File: src/rtl/ctrl_banda.sv
// Arbiter/controller sharing a bank of reg_banda registers between a writer and a reader.
// Define CTRL_BANDA_RR_EN for round-robin arbitration; otherwise writes have fixed priority.
module ctrl_banda #(
    parameter int unsigned ANCHO   = 25,
    parameter int unsigned NBANDAS = 4,
    parameter int unsigned IDX     = 2
) (
    input  logic                     clk,
    input  logic                     reset,
    input  logic                     wr_req,
    input  logic [IDX-1:0]           wr_idx,
    input  logic [ANCHO-1:0]         wr_dato,
    output logic                     wr_ack,
    input  logic                     rd_req,
    input  logic [IDX-1:0]           rd_idx,
    output logic                     rd_ack,
    output logic [ANCHO-1:0]         rd_dato,
    output logic                     err,
    output logic [NBANDAS-1:0]       escribir,
    output logic [NBANDAS-1:0]       leer,
    output logic [ANCHO-1:0]         in_banda,
    input  logic [NBANDAS*ANCHO-1:0] out_banda
);

    typedef enum logic [2:0] {IDLE, ESCRIBE, ACK_E, LEE, ESPERA, ACK_L} estado_t;

    estado_t              estado_q, estado_d;
    logic [IDX-1:0]       idx_q, idx_d;
    logic [ANCHO-1:0]     in_banda_q, in_banda_d;
    logic [ANCHO-1:0]     rd_dato_q, rd_dato_d;
    logic [NBANDAS-1:0]   escribir_q, escribir_d;
    logic [NBANDAS-1:0]   leer_q, leer_d;
    logic                 wr_ack_q, wr_ack_d;
    logic                 rd_ack_q, rd_ack_d;
    logic                 err_q, err_d;
    logic                 gana_wr;
    logic [ANCHO-1:0]     dato_sel;

    // An out-of-range index decodes to all zeros, so no strobe fires for it.
    function automatic logic [NBANDAS-1:0] decodifica(input logic [IDX-1:0] i);
        logic [NBANDAS-1:0] oh;
        oh = '0;
        for (int unsigned k = 0; k < NBANDAS; k++) oh[k] = (32'(i) == k);
        return oh;
    endfunction

    function automatic logic en_rango(input logic [IDX-1:0] i);
        return 32'(i) < NBANDAS;
    endfunction

`ifdef CTRL_BANDA_RR_EN
    logic last_q, last_d;  // 1: the read requester was served last
    assign gana_wr = wr_req && (!rd_req || last_q);
`else
    assign gana_wr = wr_req;
`endif

    always_comb begin
        dato_sel = '0;
        for (int unsigned k = 0; k < NBANDAS; k++)
            if (32'(idx_q) == k) dato_sel = out_banda[k*ANCHO +: ANCHO];
    end

    // NOTE: every signal gets a default first so no path leaves one unassigned (no latches).
    always_comb begin
        estado_d   = estado_q;
        idx_d      = idx_q;
        in_banda_d = in_banda_q;
        rd_dato_d  = rd_dato_q;
        escribir_d = '0;
        leer_d     = '0;
        wr_ack_d   = 1'b0;
        rd_ack_d   = 1'b0;
        err_d      = 1'b0;
`ifdef CTRL_BANDA_RR_EN
        last_d     = last_q;
`endif
        case (estado_q)
            IDLE: begin
                if (gana_wr) begin
                    estado_d   = ESCRIBE;
                    idx_d      = wr_idx;
                    in_banda_d = wr_dato;
                    escribir_d = decodifica(wr_idx);
`ifdef CTRL_BANDA_RR_EN
                    last_d     = 1'b0;
`endif
                end else if (rd_req) begin
                    estado_d = LEE;
                    idx_d    = rd_idx;
                    leer_d   = decodifica(rd_idx);
`ifdef CTRL_BANDA_RR_EN
                    last_d   = 1'b1;
`endif
                end
            end
            ESCRIBE: begin
                estado_d = ACK_E;
                wr_ack_d = 1'b1;
                err_d    = !en_rango(idx_q);
            end
            LEE:    estado_d = ESPERA;
            ESPERA: begin
                estado_d  = ACK_L;
                rd_ack_d  = 1'b1;
                err_d     = !en_rango(idx_q);
                rd_dato_d = dato_sel;
            end
            default: estado_d = IDLE;
        endcase
    end

    // NOTE: state is updated with non-blocking assignments so all flops sample together.
    always_ff @(posedge clk) begin
        if (reset) begin
            estado_q   <= IDLE;
            idx_q      <= '0;
            in_banda_q <= '0;
            rd_dato_q  <= '0;
            escribir_q <= '0;
            leer_q     <= '0;
            wr_ack_q   <= 1'b0;
            rd_ack_q   <= 1'b0;
            err_q      <= 1'b0;
`ifdef CTRL_BANDA_RR_EN
            last_q     <= 1'b1;
`endif
        end else begin
            estado_q   <= estado_d;
            idx_q      <= idx_d;
            in_banda_q <= in_banda_d;
            rd_dato_q  <= rd_dato_d;
            escribir_q <= escribir_d;
            leer_q     <= leer_d;
            wr_ack_q   <= wr_ack_d;
            rd_ack_q   <= rd_ack_d;
            err_q      <= err_d;
`ifdef CTRL_BANDA_RR_EN
            last_q     <= last_d;
`endif
        end
    end

    assign wr_ack   = wr_ack_q;
    assign rd_ack   = rd_ack_q;
    assign rd_dato  = rd_dato_q;
    assign err      = err_q;
    assign escribir = escribir_q;
    assign leer     = leer_q;
    assign in_banda = in_banda_q;

endmodule

File: config.mk
export PLATFORM = sky130hd
export DESIGN_NAME = ctrl_banda
export DESIGN_NICKNAME = d
export VERILOG_FILES = /design/src/rtl/ctrl_banda.sv
export SDC_FILE = /design/constraint.sdc
export NUM_CORES = 1
export LEC_CHECK = 0
export ABC_AREA = 1
export BUFFER_PORTS_ARGS = -buffer_cell sky130_fd_sc_hd__buf_2
export CORE_MARGIN = 3
export CORE_UTILIZATION = 45
export CTS_BUF_LIST = sky130_fd_sc_hd__clkbuf_4 sky130_fd_sc_hd__clkbuf_8
export DETAILED_ROUTE_END_ITERATION = 8
export PLACE_DENSITY = 0.93
export SYNTH_ARGS = -nofsm -noshare
export SYNTH_HDL_FRONTEND = slang
export SYNTH_SLANG_ARGS = --single-unit
File: constraint.sdc
create_clock -name clk -period 1.5 [get_ports clk]
set_input_delay 0.375 -clock clk [delete_from_list [all_inputs] [get_ports clk]]
set_output_delay 0.375 -clock clk [all_outputs]
set_load 0.01 [all_outputs]
# Yosys cells after proc, flatten, opt, wreduce, memory -nomap -nowiden

Cells that the tools add are included.

ROM bits: 0
Bits in registers: 65
Bits in latches: 0
Memory bits (writable): 0
Word-level logic and storage cells: 44
Memories: 0
Input bits: 133

Mux-type cells: 11
Reductions and logical operators: 9
Add/sub/neg operators: 0
$mul: 0
Magnitude comparators: 0
Bitwise gates (word level): 3
Shift-type cells: 0
Divide/modulo/power cells: 0
Equal/unequal tests: 13

Operators with widths:

| kind                                                                   | number |
|---|---|
| 25-bit 2-to-1 mux                                                      | 4 |
| 2-bit equality test (second input constant)                            | 6 |
| 3-bit case mux with 4 select lines                                     | 1 |
| 2-bit by 1-bit equality test with 1-bit output (second input constant) | 3 |
| 2-bit zero test                                                        | 3 |
| 3-bit 2-to-1 mux                                                       | 2 |
| 2-bit 2-to-1 mux                                                       | 2 |
| 2-bit AND reduction                                                    | 2 |
| 4-bit OR reduction                                                     | 1 |
| 3-bit by 1-bit equality test with 1-bit output (second input constant) | 1 |
| 3-bit by 2-bit equality test with 1-bit output (second input constant) | 1 |
| 3-bit equality test (second input constant)                            | 1 |
| 3-bit zero test                                                        | 1 |
| 3-bit inequality test (second input constant)                          | 1 |
| 1-bit NOT                                                              | 3 |
| 3-bit OR reduction                                                     | 1 |
| 1-bit 2-to-1 mux                                                       | 2 |
| 2-bit nonzero test                                                     | 1 |

# Longest topological paths before layout

Gate-level depths: netlist (run 1).

Word-level depth: 5
Gate-level depth with buffers: 7

# Worst setup path after synthesis (run 1)

No wires, ideal clock.

Path kind: reg-to-reg
From: register idx_q[0]
To: register rd_dato_q[11] (netlist: rd_dato[11])
Path slack: 0.366 ns
Clock period less this slack: 1.134 ns
Stages on the path, launching flop included: 6
Arrival time: 1.012 ns
Library setup time: 0.122 ns
Cell sequence: dfxtp_1 > nand2_2 > buf_6 > or2_0 > nand2_1 > a21oi_2

Cells in the longest elaborated chain, start to end: 5
Elaborated cells on any way between the ends: 8
Classes of those cells: eq/ne (3); mux (4); reduce/logical (1)

Ends and longest elaborated chain:

| element                        | RTL line | text |
|---|---|---|
| start, declared                | 28       | `logic [IDX-1:0] idx_q, idx_d;` |
| start signal, assigned         | 130      | `idx_q <= idx_d;` |
| 2-bit zero test                | 61       | `if (32'(idx_q) == k) dato_sel = out_banda[k*ANCHO +: ANCHO];` |
| 25-bit 2-to-1 mux (3 in a row) | 61       |  |
| 25-bit 2-to-1 mux *            | 61       |  |
| end signal, assigned           | 132      | `rd_dato_q <= rd_dato_d;` |
| end, declared                  | 30       | `logic [ANCHO-1:0] rd_dato_q, rd_dato_d;` |

Mark *: on every way between the ends. The rest lies on a longest branch, timed or not.
A chain may end at the register's enable or synchronous reset.

# Final worst setup path (run 1)

From: register estado_q[0]
To: register in_banda_q[11] (netlist: in_banda[11])

Cells in the longest elaborated chain, start to end: 2

Ends and longest elaborated chain:

| element                              | RTL line | text |
|---|---|---|
| start, declared                      | 27       | `estado_t estado_q, estado_d;` |
| start signal, assigned               | 129      | `estado_q <= estado_d;` |
| 3-bit zero test                      | 78       | `case (estado_q)` |
| 2-bit AND reduction (no source line) | --       |  |
| end signal, assigned                 | 131      | `in_banda_q <= in_banda_d;` |
| end, declared                        | 29       | `logic [ANCHO-1:0] in_banda_q, in_banda_d;` |

Every way passes these cells.

==> reports/metrics.csv, run 1 <==
stage;metric;value;unit
synthesis;synth_nets;581;
power_and_ir_drop;p_sw;1.260;mW
clock_tree;cts_root_buffer;clkbuf_8;
clock_tree;h-tree-depth;3;
synthesis;syn-instance-count;448;
synthesis;ys_seq_area_frac;0.3995;
outcome;status;completed;
detailed_routing;dr_total_vias;3692;
power_and_ir_drop;p_int;3.152;mW
global_route;grt_pass1_wl;15.66;mm
synthesis;yosys_warnings;0;
cells_and_area;utilization;0.6384;
power_and_ir_drop;power_frac_comb;0.223;
cells_and_area;layout-drive-gt1-share;0.4200;
detailed_routing;ant_nets;0;
cells_and_area;stdcell_area;4409;sq um
critical_path;cpPeakStageDelay;0.34;ns
placed_design;dp.cells;713;
detailed_routing;firstDrtPassIters;5;
synthesis;yosysTopAreaCell;dfxtp_1;
power_and_ir_drop;seqPwrFrac;0.426;
power_and_ir_drop;leakagePower;2.205;nW
critical_path;rrSetupSlack;0.14;ns
timing;fin_crit_sh;0.9095;
critical_path;path_class;flip-flop to flip-flop;
clock_tree;postCtsSetupBuffers;0;
global_route;grtUsageTotal;0.2293;
placed_design;hpwl;7.596;mm
die;die_area;8295;sq um
timing;setup_tns;0;ns
synthesis;synth_area_leaders;dfxtp_1 40%, nand2_1 11%, nand3_1 10%;
placed_design;post_dp_cell_area;4203;sq um
timing;relSlewSlack;0.6327;
die;ios;194;
cells_and_area;final_nets;761;
detailed_routing;drtIter0Drc;147;
die;fp.dieW;91.08;um
run;max_cap_viol_count;0;
critical_path;required;1.75;ns
timing;setup_slack;0.1358;ns
die;start_util;0.4716;
synthesis;ys_async_sr_fraction;0;
global_route;antenna_found_initial;0;
clock_tree;insertion_delay;0.33;ns
timing;hold_viol;0;
critical_path;critPathMaxFanout;18;
die;core_area;6907;sq um
placed_design;numPortBuffers;192;
power_and_ir_drop;vdd_drop_max;0.4682;mV
die;rows;30;
timing;finalCriticalPeriod;1.364;ns
clock_tree;cts_buffers;9;
synthesis;synth_top_area_share;0.3995;
critical_path;critical_path.top_delay_family;simple AND/OR/NAND/NOR gates;
clock_tree;cts_tree;built;
clock_tree;ctsHoldBuffers;0;
synthesis;ys_ff_latch;65;
critical_path;endpoint_kind;flip-flop;
timing;fmaxAchievable;733.0;MHz
cells_and_area;finalNonFillerCells;727;
detailed_routing;wirelength;9.769;mm
critical_path;cp.arrival;1.61;ns
global_route;overflow;0;
detailed_routing;drc_errors;0;
timing;finalClockSkew;0.009773;ns
critical_path;cp_cell_sequence;inv_2, nand2_1, nor2_2, buf_4, nand3_1, a21oi_1;
timing;worst-slew-pin-transition;0.5496;ns
synthesis;syn_avg_cell_area;7.270;sq um
cells_and_area;n_fill_cell;635;
global_route;grt_max_degree;40;
timing;setup_violations;0;
synthesis;synth-edff-count;0;
clock_tree;cts_num_sinks;65;
power_and_ir_drop;clock_power_share;0.351;
synthesis;synthDistinctLibCells;28;
global_route;grt_pass1_vias;3483;
detailed_routing;detail_route.wl_per_cell;13.44;um
detailed_routing;vias_per_cell;5.078;
timing;rsz0062_at_grt;false;
cells_and_area;area_delta_synth_final;35.38;%
hold_path;hp-class;input port to flip-flop;
cells_and_area;antenna_cells;0;
critical_path;critPathSlowestCell;dfxtp_1;
critical_path;critPathLaunchType;flip-flop;
synthesis;yosys_most_used_dff;dfxtp_1;
critical_path;crit_buf_inv;2;
clock_tree;cts_max_path_buffers;2;
power_and_ir_drop;switching_share;0.2856;
power_and_ir_drop;p_per_area;1001;nW/um^2
clock_tree;path_clk_slew;0.07;ns
placed_design;place.gp.congestion;0.8050;
die;die_y;91.08;um
timing;slew_violations;0;
synthesis;syn-cell-area;3257;sq um
placed_design;pre_cts_ws;0.1244;ns
[cell families (layout without fill, tap and decap cells)]
group,count (synthesis),count (layout),share of synthesized area
AO/OA/AOI/OAI,90,90,0.1552
buffers and inverters,48,231,0.08682
flip-flops,65,65,0.3995
other,1,1,0.001151
AND/OR/NAND/NOR,244,244,0.3573
[state kept, by name, summed over array words and instances, names as in the netlist]
signal	count
idx_q	2
rd_dato	25
estado_q	3
wr_ack	1
escribir	4
rd_ack	1
in_banda	25
leer	4
[path summary, 6_finish.rpt]
path / start / to / cells after the start
worst max-delay path: estado_q[0] / in_banda[11] / 6
worst min-delay path: wr_idx[0] / escribir[0] / 2
worst max register to register: estado_q[0] / in_banda[11] / 6
worst min register to register: in_banda[21] / in_banda[21] / 2
[stage by stage]
step                      hold slack [ns]  power, mW
after floorplan                    0.4518      2.554
after global placement             0.4457      2.859
after detailed placement           0.4520      2.898
after CTS                          0.2506      4.435
after global routing               0.2593      4.638
final                              0.2676      4.413
[power by group through the flow]
stage | logic [mW] | clock network (mW) | registers, mW
finish | 0.986 | 1.55 | 1.88
global route | 1.10 | 1.65 | 1.89
CTS | 0.988 | 1.57 | 1.88
detailed placement | 0.984 | 0 | 1.91
global placement | 0.948 | 0 | 1.91
floorplan | 0.605 | 0 | 1.95
[cells in the mapped netlist, types with 3 or more instances]
cell / number
or2_0: 4
or2_1: 5
nand3_2: 16
o21ai_2: 3
nand2_1: 97
nand3_1: 65
o21ai_1: 12
inv_2: 6
inv_1: 8
a21oi_2: 11
dfxtp_1: 65
buf_2: 15
o21ai_0: 21
nor3_1: 5
buf_6: 5
buf_4: 5
nand2_2: 10
nor2_1: 39
a21oi_1: 42
clkbuf_1: 6
[repair_timing]
item	in CTS	in global routing
resized for setup	0	1
endpoints found under the setup margin	0	21
endpoints found under the hold margin	0	0
[cell type report]
| type | instances | area [sq um] | share of cell area |
|---|---|---|---|
| clock inverter | 4 | 70.07 | 0.01589 |
| inverter | 14 | 52.55 | 0.01192 |
| sequential | 65 | 1301 | 0.2951 |
| timing repair buffer | 203 | 1056 | 0.2395 |
| multi-input combinational | 335 | 1678 | 0.3805 |
| clock buffer | 10 | 131.4 | 0.02980 |
| tap | 96 | 120.1 | 0.02724 |
[routing by layer]
layer,vias to the layer above,share of wire,track usage
met5,-,0,0
met1,1681,0.40,0.2645
met4,0,0.023,0.09045
met2,147,0.51,0.4090
met3,21,0.068,0.05137
li1,1843,-,-
[cell usage in the layout (no fill, tap or decap), types with 4 or more instances in the layout]
master / n
nor2_1: 39
buf_4: 10
nand2_2: 9
inv_2: 6
or2_0: 4
nand3_1: 65
inv_1: 8
a21oi_2: 11
o21ai_1: 12
dfxtp_1: 65
a21oi_1: 42
nor3_1: 5
nand3_2: 16
o21ai_0: 21
buf_2: 192
or2_1: 5
clkbuf_8: 9
nand2_1: 97
No activity file was read; power rests on OpenSTA's default activity.
==> inputs of run 2 (changes only) <==
BUFFER_PORTS_ARGS = -buffer_cell sky130_fd_sc_hd__clkbuf_2   (was -buffer_cell sky130_fd_sc_hd__buf_2)
GPL_TIMING_DRIVEN = 0   (was default)
clock period = 1.45 ns   (was 1.5 ns; I/O delays follow)
==> reports/metrics.csv, run 2 (synthesis gave the netlist of run 1 again) <==
stage;metric;value;unit
outcome;status;completed;
detailed_routing;drc_errors;0;
clock_tree;path_clk_slew;0.07;ns
timing;setup_violations;0;
cells_and_area;final_cell_mix;191 x clkbuf_2, 97 x nand2_1, 65 x nand3_1, 65 x dfxtp_1, 42 x a21oi_1;
critical_path;path_class;flip-flop to flip-flop;
clock_tree;cts_buffers;9;
timing;rsz0062_at_grt;false;
critical_path;cp.arrival;1.62;ns
placed_design;place.gp.congestion;0.8546;
die;die_y;91.08;um
global_route;overflow;0;
power_and_ir_drop;vdd_drop_max;0.9881;mV
global_route;grt_pass1_wl;16.84;mm
power_and_ir_drop;p_per_area;1096;nW/um^2
cells_and_area;n_fill_cell;621;
detailed_routing;ant_nets;0;
clock_tree;ctsHoldBuffers;0;
detailed_routing;firstDrtPassIters;4;
placed_design;pre_cts_ws;-0.06737;ns
run;max_cap_viol_count;0;
detailed_routing;detail_route.wl_per_cell;13.78;um
clock_tree;cts.repair.resized;0;
timing;fin_crit_sh;0.9316;
cells_and_area;area_delta_synth_final;41.14;%
timing;setup_tns;0;ns
die;rows;30;
timing;slew_violations;0;
cells_and_area;layout-drive-gt1-share;0.4305;
critical_path;critPathLaunchType;flip-flop;
placed_design;post_dp_cell_area;4333;sq um
power_and_ir_drop;leakagePower;2.282;nW
timing;finalCriticalPeriod;1.351;ns
die;start_util;0.4716;
critical_path;required;1.72;ns
critical_path;endpoint_kind;flip-flop;
timing;fmaxAchievable;740.3;MHz
cells_and_area;final_nets;783;
die;core_area;6907;sq um
detailed_routing;dr_total_vias;3818;
timing;setup_slack;0.09915;ns
timing;relSlewSlack;0.6574;
global_route;grt_pass1_vias;3725;
clock_tree;cts_tree;built;
die;fp.dieW;91.08;um
global_route;grtUsageTotal;0.2479;
cells_and_area;antenna_cells;0;
timing;whs;0.2359;ns
clock_tree;cts_root_buffer;clkbuf_8;
critical_path;rrSetupSlack;0.1;ns
cells_and_area;layout_commonest_cell;clkbuf_2;
cells_and_area;stdcell_area;4597;sq um
global_route;grt_max_degree;12;
clock_tree;cts_max_path_buffers;2;
die;die_area;8295;sq um
hold_path;hp-class;input port to flip-flop;
timing;worst-slew-pin-transition;0.5139;ns
clock_tree;postCtsSetupBuffers;0;
detailed_routing;wirelength;10.35;mm
clock_tree;insertion_delay;0.34;ns
global_route;antenna_found_initial;0;
placed_design;numPortBuffers;191;
critical_path;critPathMaxFanout;10;
timing;hold_viol;0;
clock_tree;h-tree-depth;3;
placed_design;hpwl;8.277;mm
die;ios;194;
clock_tree;cts_num_sinks;65;
timing;finalClockSkew;0.006175;ns
detailed_routing;vias_per_cell;5.084;
detailed_routing;drtIter0Drc;195;
-- run 2: per-layer routing --
metal / part of all wire / global-route usage / vias up / wire, um
li1: - / - / 1889 / -
met1: 0.40 / 0.2975 / 1720 / 4104
met2: 0.50 / 0.4249 / 175 / 5128
met3: 0.077 / 0.05385 / 34 / 796
met4: 0.031 / 0.1068 / 0 / 320
met5: 0 / 0 / - / 0
-- run 2: critical path, stage by stage, from the launching register on --
cell and delay, ns:
dfxtp_1 0.40, nor2_4 0.22, buf_2 0.27, nand2_1 0.09, nand3_1 0.11, nand2_1 0.08
a21oi_2 0.11
-- run 2: metrics by stage --
| stage | cells | utilization | power [mW] |
|---|---|---|---|
| 2_1_floorplan | 448 | - | 2.643 |
| 3_3_place_gp | 735 | 0.6274 | 3.040 |
| 3_5_place_dp | 735 | 0.6274 | 3.074 |
| 4_1_cts | 751 | 0.6652 | 5.068 |
| 5_1_grt | 751 | 0.6656 | 5.289 |
| 6_report | 751 | 0.6656 | 5.039 |
-- run 2: final timing paths --
check                           cells after the start         from     endpoint
worst max register to register                      6     idx_q[1]  rd_dato[15]
worst min-delay path                                2    wr_idx[0]  escribir[2]
worst min register to register                      2  in_banda[1]  in_banda[1]
worst max-delay path                                6     idx_q[1]  rd_dato[15]
-- run 2: layout make-up --
class                      instances  area, sq um  share of cell area
buffer                            34        232.7             0.05063
inverter                          14        52.55             0.01143
tap                               96        120.1             0.02613
sequential                        65         1301              0.2831
multi-input combinational        335         1673              0.3639
clock buffer                      10        131.4             0.02858
clock inverter                     6        130.1             0.02831
timing repair buffer             191        955.9              0.2079
-- run 2: power breakdown --
| part | switching (mW) | internal, mW | total [mW] | leakage, nW |
|---|---|---|---|---|
| clock | 0.666 | 1.33 | 2.00 | 0.134 |
| combinational | 0.630 | 0.465 | 1.10 | 1.62 |
| sequential | 0.0660 | 1.88 | 1.95 | 0.529 |
==> inputs of run 3 (changes only) <==
SETUP_SLACK_MARGIN = 0.15   (was default)
==> reports/metrics.csv, run 3 (synthesis gave the netlist of run 1 again) <==
stage;metric;value;unit
placed_design;hpwl;8.277;mm
clock_tree;h-tree-depth;3;
critical_path;critical_path.top_delay_family;flip-flops;
timing;fin_crit_sh;0.8447;
critical_path;cpPeakStageDelay;0.37;ns
detailed_routing;vias_per_cell;5.101;
global_route;overflow;0;
clock_tree;cts_num_sinks;65;
cells_and_area;n_fill_cell;608;
timing;rsz0062_at_grt;false;
timing;setup_slack;0.2252;ns
die;core_area;6907;sq um
power_and_ir_drop;vdd_drop_max;0.9963;mV
detailed_routing;dr_total_vias;3851;
critical_path;required;1.09;ns
cells_and_area;antenna_cells;0;
detailed_routing;drtIter0Drc;221;
power_and_ir_drop;leakagePower;2.319;nW
clock_tree;insertion_delay;0.34;ns
clock_tree;cts_root_buffer;clkbuf_8;
cells_and_area;multi_input_area;1687;sq um
critical_path;critPathSlowestCell;dfxtp_1;
die;die_area;8295;sq um
cells_and_area;area_delta_synth_final;43.45;%
cells_and_area;seq_area;1306;sq um
cells_and_area;layout-drive-gt1-share;0.4476;
outcome;status;completed;
die;start_util;0.4716;
detailed_routing;detail_route.wl_per_cell;13.88;um
timing;slew_violations;0;
timing;fmaxAchievable;816.5;MHz
power_and_ir_drop;power;5.108;mW
global_route;antenna_found_initial;0;
cells_and_area;final_nets;787;
critical_path;critPathMaxFanout;2;
placed_design;pre_cts_ws;-0.06737;ns
timing;hold_viol;0;
hold_path;hp-class;input port to flip-flop;
global_route;grt_pass1_wl;16.88;mm
critical_path;path_class;flip-flop to primary output;
clock_tree;cts_buffers;9;
detailed_routing;ant_nets;0;
die;ios;194;
placed_design;numPortBuffers;191;
timing;finalClockSkew;0.006314;ns
clock_tree;ctsHoldBuffers;0;
critical_path;endpoint_kind;primary output;
critical_path;cp_cell_sequence;clkbuf_2;
cells_and_area;utilization;0.6764;
timing;setup_violations;0;
die;die_y;91.08;um
cells_and_area;layout_commonest_cell;clkbuf_2;
die;fp.dieW;91.08;um
global_route;grt_max_degree;12;
power_and_ir_drop;p_per_area;1093;nW/um^2
clock_tree;path_clk_slew;0.07;ns
clock_tree;cts_tree;built;
timing;finalCriticalPeriod;1.225;ns
detailed_routing;firstDrtPassIters;5;
critical_path;cp.arrival;0.86;ns
global_route;grt_pass1_vias;3734;
cells_and_area;final_cell_mix;193 x clkbuf_2, 96 x nand2_1, 65 x nand3_1, 61 x dfxtp_1, 41 x a21oi_1;
detailed_routing;drc_errors;0;
global_route;grtUsageTotal;0.2486;
run;max_cap_viol_count;0;
detailed_routing;wirelength;10.48;mm
critical_path;crit_buf_inv;1;
placed_design;place.gp.congestion;0.8546;
clock_tree;cts_max_path_buffers;2;
die;rows;30;
critical_path;critPathLaunchType;flip-flop;
[run 3: cell types whose count changed in the layout (fill, tap and decap cells not counted), moves of 2 or more]
cell,before,now
clkbuf_2,191,193
buf_4,5,10
dfxtp_1,65,61
dfxtp_2,0,4
clkbuf_1,6,4
buf_6,5,8
buf_2,14,10
[run 3: routing by layer]
| layer | share of wire | global-route usage | vias up |
|---|---|---|---|
| met4 | 0.029 | 0.1093 | 0 |
| met2 | 0.50 | 0.4255 | 190 |
| met5 | 0 | 0 | - |
| met1 | 0.40 | 0.2980 | 1729 |
| met3 | 0.076 | 0.05385 | 31 |
| li1 | - | - | 1901 |
[run 3: worst paths after layout]
| path | startpoint | endpoint | slack [ns] | cells past startpoint |
|---|---|---|---|---|
| worst max-delay path | rd_dato[1] | rd_dato[1] | 0.23 | 1 |
| worst min-delay path | wr_idx[0] | escribir[2] | 0.24 | 2 |
| worst max register to register | estado_q[1] | in_banda[15] | 0.23 | 7 |
| worst min register to register | in_banda[10] | in_banda[10] | 0.46 | 2 |
[run 3: area by class of cell]
type | instances | share of cell area
buffer | 34 | 0.05544
clock buffer | 10 | 0.02812
clock inverter | 6 | 0.02785
inverter | 14 | 0.01178
multi-input combinational | 335 | 0.3610
sequential | 65 | 0.2796
tap | 96 | 0.02571
timing repair buffer | 195 | 0.2105
[run 3: repair_timing]
item,4_1_cts,5_1_grt
endpoints found under the setup margin,4,49
gates resized for setup,4,21
pin swaps,0,3
buffers inserted,0,3
gates cloned,0,1
[run 3: power breakdown]
part           total [mW]  switching, mW  internal (mW)
Combinational        1.16          0.650          0.507
Sequential           1.95         0.0676           1.88
Clock                2.00          0.670           1.33
[run 3: metrics by stage]
step           std cells  hold WS, ns  TNS, ns  cell area, sq um
3_3_place_gp         735       0.4484  -0.2622              4333
6_report             755       0.2358        0              4672
2_1_floorplan        448       0.4393        0              3257
3_5_place_dp         735       0.4530   -1.087              4333
5_1_grt              755       0.2229        0              4672
4_1_cts              751       0.2250        0              4604
